$ cat config.mk
export PLATFORM = sky130hd
export DESIGN_NAME = cnn_layer_accel_trans_eg_drain
export DESIGN_NICKNAME = d
export VERILOG_FILES = /design/src/rtl/cnn_layer_accel_trans_eg_drain.sv
export SDC_FILE = /design/constraint.sdc
export NUM_CORES = 1
export LEC_CHECK = 0
export BUFFER_PORTS_ARGS = -buffer_cell sky130_fd_sc_hd__buf_2
export CORE_AREA = 3 3 509 511
export DETAILED_ROUTE_END_ITERATION = 16
export DIE_AREA = 0 0 512 514
export PLACE_DENSITY = 0.41
export REMOVE_ABC_BUFFERS = 1
export SETUP_SLACK_MARGIN = 0.4
export SLEW_MARGIN = 30
export SYNTH_ARGS = -nofsm -noshare
export SYNTH_HDL_FRONTEND = slang
export SYNTH_SLANG_ARGS = --single-unit
$ cat constraint.sdc
create_clock -name clk -period 3.7 [get_ports clk]
set_clock_uncertainty 0.2 [all_clocks]
set_input_delay 0.37 -clock clk [delete_from_list [all_inputs] [get_ports clk]]
set_output_delay 0.37 -clock clk [all_outputs]
set_load 0.02 [all_outputs]
$ cat src/rtl/cnn_layer_accel_trans_eg_drain.sv
// Transfer egress drain: pops {meta, payload} words from a non-FWFT FIFO
// and serializes the payload into OUT_WTH-wide valid/ready beats.
module cnn_layer_accel_trans_eg_drain #(
    parameter int unsigned PYLD_WTH = 1024,
    parameter int unsigned META_WTH = 64,
    parameter int unsigned OUT_WTH  = 128
) (
    input  logic                         clk,
    input  logic                         rst_n,
    input  logic                         en,
    output logic                         fifo_rd_en,
    input  logic [META_WTH+PYLD_WTH-1:0] fifo_dout,
    input  logic                         fifo_empty,
    input  logic                         fifo_valid,
    output logic [OUT_WTH-1:0]           m_tdata,
    output logic                         m_tvalid,
    input  logic                         m_tready,
    output logic                         m_tlast,
    output logic [META_WTH-1:0]          m_tuser,
    output logic                         busy,
    output logic                         err,
    output logic [15:0]                  xfer_cnt
);

    localparam int unsigned NSLICE = PYLD_WTH / OUT_WTH;
    localparam int unsigned IDX_W  = (NSLICE > 1) ? $clog2(NSLICE) : 1;
    localparam int unsigned NB_W   = 16;

    // Elaboration-time parameter sanity
    if (META_WTH < 17) begin : g_meta_chk
        $error("META_WTH must be at least 17");
    end
    if ((PYLD_WTH % OUT_WTH) != 0) begin : g_slice_chk
        $error("PYLD_WTH must be a multiple of OUT_WTH");
    end

    typedef enum logic [1:0] {
        IDLE = 2'd0,
        WAIT = 2'd1,
        SEND = 2'd2
    } state_t;

    state_t                           state;
    logic                             armed;
    logic [NSLICE-1:0][OUT_WTH-1:0]   hold_pyld;
    logic [META_WTH-1:0]              hold_meta;
    logic [IDX_W-1:0]                 idx;
    logic [IDX_W-1:0]                 last_idx;
    logic                             eop_q;

    logic [META_WTH-1:0]              in_meta;
    logic [NB_W-1:0]                  in_nbeat;
    logic                             in_eop;
    logic                             nb_zero;
    logic                             nb_over;
    logic [IDX_W-1:0]                 in_last;
    logic                             beat_last;

    // Decode the metadata of the word presented on the FIFO read port
    assign in_meta  = fifo_dout[META_WTH+PYLD_WTH-1 -: META_WTH];
    assign in_nbeat = in_meta[NB_W-1:0];
    assign in_eop   = in_meta[NB_W];
    assign nb_zero  = (in_nbeat == '0);
    assign nb_over  = (32'(in_nbeat) > NSLICE);
    assign in_last  = nb_over ? IDX_W'(NSLICE - 1) : IDX_W'(in_nbeat - NB_W'(1));

    // Read strobe: only from IDLE, suppressed until the first clock after reset
    assign fifo_rd_en = armed && (state == IDLE) && en && !fifo_empty;

    // Stream outputs are pure functions of registered state
    assign beat_last = (idx == last_idx);
    assign m_tvalid  = (state == SEND);
    assign m_tdata   = hold_pyld[idx];
    assign m_tuser   = hold_meta;
    assign m_tlast   = (state == SEND) && eop_q && beat_last;
    assign busy      = (state != IDLE);

    // Drain FSM with hold registers, beat index, error flag and transfer count
    always_ff @(posedge clk or negedge rst_n) begin
        if (!rst_n) begin
            state     <= IDLE;
            armed     <= 1'b0;
            hold_pyld <= '0;
            hold_meta <= '0;
            idx       <= '0;
            last_idx  <= '0;
            eop_q     <= 1'b0;
            err       <= 1'b0;
            xfer_cnt  <= '0;
        end else begin
            armed <= 1'b1;
            case (state)
                IDLE: begin
                    if (fifo_rd_en) begin
                        state <= WAIT;
                    end
                end
                WAIT: begin
                    if (fifo_valid) begin
                        if (nb_zero) begin
                            // empty word carries nothing to send: flag and drop
                            err   <= 1'b1;
                            state <= IDLE;
                        end else begin
                            hold_pyld <= fifo_dout[PYLD_WTH-1:0];
                            hold_meta <= in_meta;
                            eop_q     <= in_eop;
                            last_idx  <= in_last;
                            idx       <= '0;
                            if (nb_over) begin
                                err <= 1'b1;
                            end
                            state <= SEND;
                        end
                    end
                end
                SEND: begin
                    if (m_tready) begin
                        if (beat_last) begin
                            state <= IDLE;
                            if (eop_q) begin
                                xfer_cnt <= xfer_cnt + 16'd1;
                            end
                        end else begin
                            idx <= idx + IDX_W'(1);
                        end
                    end
                end
                default: begin
                    state <= IDLE;
                end
            endcase
        end
    end

endmodule

# Word level (Yosys, flattened, before mapping)
# Index checks and enable logic that the tools add are counted.
# Widths: inputs -> output; s select.
[totals]
ff_bits = 1115
out_inout_bits = 213
elab_cells = 63
[op_classes]
add_sub_neg = 3
magnitude_cmp = 2
n_eq_ne = 9
muxes = 16
bitwise_logic = 1
reduce_logical = 16
[op_table]
columns = ["operator", "count"]
rows = [
  ["$bmux 128 s3", 1],
  ["$mux 128", 1],
  ["$add 16x1->16 const B", 1],
  ["$gt 16x4->1 const B", 1],
  ["$logic_not 16->1", 1],
  ["$mux 3", 5],
  ["$mux 2", 5],
  ["$ne 2x2->1 const B", 4],
  ["$reduce_and 4->1", 2],
  ["$pmux 2 s3", 1],
  ["$pmux 3 s2", 1],
  ["$reduce_and 3->1", 2],
  ["$reduce_bool 2->1", 3],
  ["$logic_and 1x1->1", 5],
  ["$reduce_and 5->1", 1],
  ["$lt 3x4->1 const B", 1],
  ["$ne 2x1->1 const B", 2],
  ["$add 3x1->3 const B", 1],
  ["$eq 3x3->1", 1],
  ["$sub 3x1->3 const B", 1],
  ["$eq 2x1->1 const B", 1],
  ["$eq 2x2->1 const B", 1],
  ["$logic_not 2->1", 1],
  ["$mux 1", 2],
  ["other kinds (2)", 2],
]

# Logic depth before layout (Yosys ltp)
[depth]
depth_word = 6
depth_mapped = 9
depth_no_buf = 6

# Least setup slack after synthesis
# No wires, ideal clock.
[synth_timing]
path_kind = "register -> output"
from = "register idx[0]"
to = "output port m_tdata[108]"
t_arrival_ps = 1852
t_required_ps = 3130
path_slack_ps = 1278
path_stages_with_launch = 6
cell_sequence = "dfrtp_1 -> clkbuf_1 -> buf_6 -> buf_2 -> mux4_2 -> mux2_2"
[synth_between]
elab_chain_len = 2
[synth_rtl]
columns = ["item", "line_no", "rtl"]
rows = [
  ["start: declaration", "47", "logic [IDX_W-1:0] idx;"],
  ["start signal: assignment", "125", "idx <= idx + IDX_W'(1);"],
  ["$bmux 128 s3", "73", "assign m_tdata = hold_pyld[idx];"],
  ["$mux 128 (implied by the code)", "73", ""],
  ["end: declaration", "15", "output logic [OUT_WTH-1:0] m_tdata,"],
]
# No other way between the ends. The select of a mux whose other input is x is not followed.

# Worst setup path after layout
[layout_timing]
from = "register idx[0]"
to = "output port m_tdata[26]"
# Same word-level chain as after synthesis.

==> run summary <==
CP startpoint kind: flop
synthesized instance count: 2890
first-pass GRT wire length: 299700 um
Ys Warns: 0
final hold slack: 154.0 ps
initial antenna violation count: 70
Placed Cells: 7495
outcome: complete, no violations
post-synthesis area per instance: 18.37 um^2
number of flops mapped to enable cells by yosys: 0
Total Power: 67.81 mW
R2R setup slack: 890 ps
worst endpoint required time: 3130 ps
unrepaired setup endpoints after global routing: true
DRC Markers: 0
max_slew headroom: 0.6003
Core ar.: 254400 um^2
Seq pwr share: 0.326
routability cong.: 0.8061
Worst Hold Class: primary input to flop
TritonCTS Buffers: 142
# IOs: 1307
share of layout cells above drive strength 1: 0.5630
Die Y: 514 um
worst-margin pin slew: 599.6 ps
max_cap viols: 0
clk sinks: 1114
Comb pwr share: 0.461
busiest grt layer: met2
Pwr Density: 826.2 nW/um^2
Starting Density: 0.2086
DRT iter0 DRCs: 1608
Die Area: 263200 um^2
Period Utilization, post-route: 0.9459
clk_lat worst skew: 760 ps
Clock transition at path regs: 60 ps
wire per inst: 23.18 um
met3 global-route usage: 0.04661
Clk network pwr share: 0.213
Routed WL: 208000 um
Crit. End Element: output port
Peak supply drop: 0.4587 mV
Root Buffer: clkbuf_16
DRT antenna net count: 0
Final Max Tran Viols: 0
most frequent cell after synthesis: dfrtp_1
Mapped Area: 53080 um^2
met2 usage: 0.2591
I/O Buffers: 1306
crit-path max cell delay: 480 ps
setup ws final: 200.0 ps
Max stage delay cell, worst path: dfrtp_4
TritonCTS clock tree: built
largest net degree at the start of global routing: 98
DIE WIDTH: 512 um
GRT Util Overall: 0.1554
Async SR Flop Fraction: 1.000
Finished Layout Cells: 8971
most instantiated cells after synthesis: 1114 x dfrtp_1, 900 x mux2_4, 256 x mux4_2
Worst Path Max Fanout: 8
vias in the first global route: 40710
Fmax: 285.7 MHz
Layout area overhead: 54.65%
Yosys cell types: 43
Final nets: 6539
minimum clock period: 3500 ps
leakage: 36.91 nW
Sw Share: 0.3279
Synth area leader: dfrtp_1
drt pass-1 iters: 7
fraction of the yosys area taken by sequential cells: 0.5252
via count: 35740
share of the synthesized area in the top cell type: 0.5252
# setup viols final: 0
post-DP HPWL: 152600 um
Arrival @ worst endpoint: 2930 ps
row cnt: 185
Area contributors post-synth: dfrtp_1 53%, mux2_4 25%, mux4_2 11%
Area after DPL: 63760 um^2
gr ovfl total: 0
top_reg_cell synth: dfrtp_1
P_int: 45.58 mW
NetSw: 22.23 mW
Post-Place Setup Slack: 733.3 ps
final hold vios: 0
GR Layer Usage met1: 0.1932
register bit total from synthesis: 1114
fin area: 82080 um^2
Crit Path Category: flop to output port
setup TNS: 0 ps
Core Util, Final: 0.3227
worst-path cell chain: buf_12 -> buf_12 -> buf_16 -> buf_6 -> buf_12 -> mux4_2 -> mux2_4 -> buf_6
H-tree levels: 4
Avg Vias per Cell: 3.984
most used cell, CP: buf_12
Max clock buf depth: 3
==> flip-flops by register name, summed over array words and instances, names as in the netlist <==
| register | cells |
|---|---|
| armed | 1 |
| err | 1 |
| m_tuser | 64 |
| hold_pyld | 1024 |
| state | 2 |
| last_idx | 3 |
| xfer_cnt | 16 |
| idx | 3 |
==> power groups by stage <==
stage / combinational, mW / sequential, mW / clock, mW
detailed placement: 26.2 / 22.4 / 0
finish: 31.3 / 22.1 / 14.5
floorplan: 15.3 / 17.9 / 0
global route: 33.1 / 22.8 / 15.5
global placement: 26.0 / 22.3 / 0
CTS: 31.3 / 22.2 / 15.0
==> critical path, delay by kind of cell (launching register included) <==
| family | cells | cell delay (ps) |
|---|---|---|
| buffers and inverters | 6 | 850 |
| multiplexers | 2 | 810 |
| flip-flops | 1 | 480 |
==> area by class of cell <==
type | instances | area (um^2)
timing repair buffer | 2603 | 21070
tap | 3366 | 4212
sequential | 1114 | 27890
fill | 25260 | 172300
multi-input combinational | 1573 | 23890
inverter | 7 | 26.28
clock inverter | 40 | 613.1
antenna | 51 | 127.6
clock buffer | 217 | 4248
==> worst paths after layout <==
| path | startpoint | to | depth (start not counted) |
|---|---|---|---|
| setup / recovery | idx[0]$_DFFE_PN0P_ | m_tdata[26] | 8 |
| hold / removal | fifo_dout[18] | hold_pyld[18]$_DFFE_PN0P_ | 3 |
| setup reg to reg | state[1]$_DFFE_PN0P_ | hold_pyld[35]$_DFFE_PN0P_ | 5 |
| hold reg to reg | xfer_cnt[15]$_DFFE_PN0P_ | xfer_cnt[15]$_DFFE_PN0P_ | 1 |
| max in group asynchronous | rst_n | hold_pyld[292]$_DFFE_PN0P_ | 3 |
| min in group asynchronous | rst_n | hold_pyld[739]$_DFFE_PN0P_ | 3 |
==> what timing repair did <==
action	4_1_cts	5_1_grt
pin swaps	0	1
resized for setup	292	62
hold endpoints to repair	1960	0
hold buffers	1097	0
setup buffers	45	3
endpoints found under the setup margin	129	129
cloned	22	1
==> metal layers <==
layer	wire length, um	up-vias	part of all wire
met5	172	-	0.00083
met4	5690	30	0.027
met3	14060	296	0.068
met2	100700	1169	0.48
met1	87310	18240	0.42
li1	-	16000	-
==> cell families (layout without fill, tap and decap cells) <==
group	after synthesis	count (layout)	synth area share
AOI/OAI and AO/OA	13	13	0.001462
buffers and inverters	203	2867	0.03112
muxes	1472	1472	0.4303
other	1	52	0.00007065
DFF	1114	1114	0.5252
xor gates and xnor gates	20	20	0.003654
and+or+nand+nor	63	63	0.007261
adders and majority gates	4	4	0.0009430
==> placed cells by master, fill, tap and decap left out, types with 36 or more instances in the layout <==
| cell type | n |
|---|---|
| mux2_2 | 147 |
| clkbuf_8 | 37 |
| clkbuf_16 | 145 |
| dlygate4sd3_1 | 1096 |
| buf_2 | 1213 |
| dfrtp_1 | 1111 |
| clkbuf_1 | 36 |
| diode_2 | 51 |
| buf_12 | 60 |
| mux2_4 | 982 |
| buf_4 | 96 |
| buf_6 | 92 |
| mux2_1 | 87 |
| mux4_2 | 256 |
Note: power is estimated with default switching activity, not from simulation.
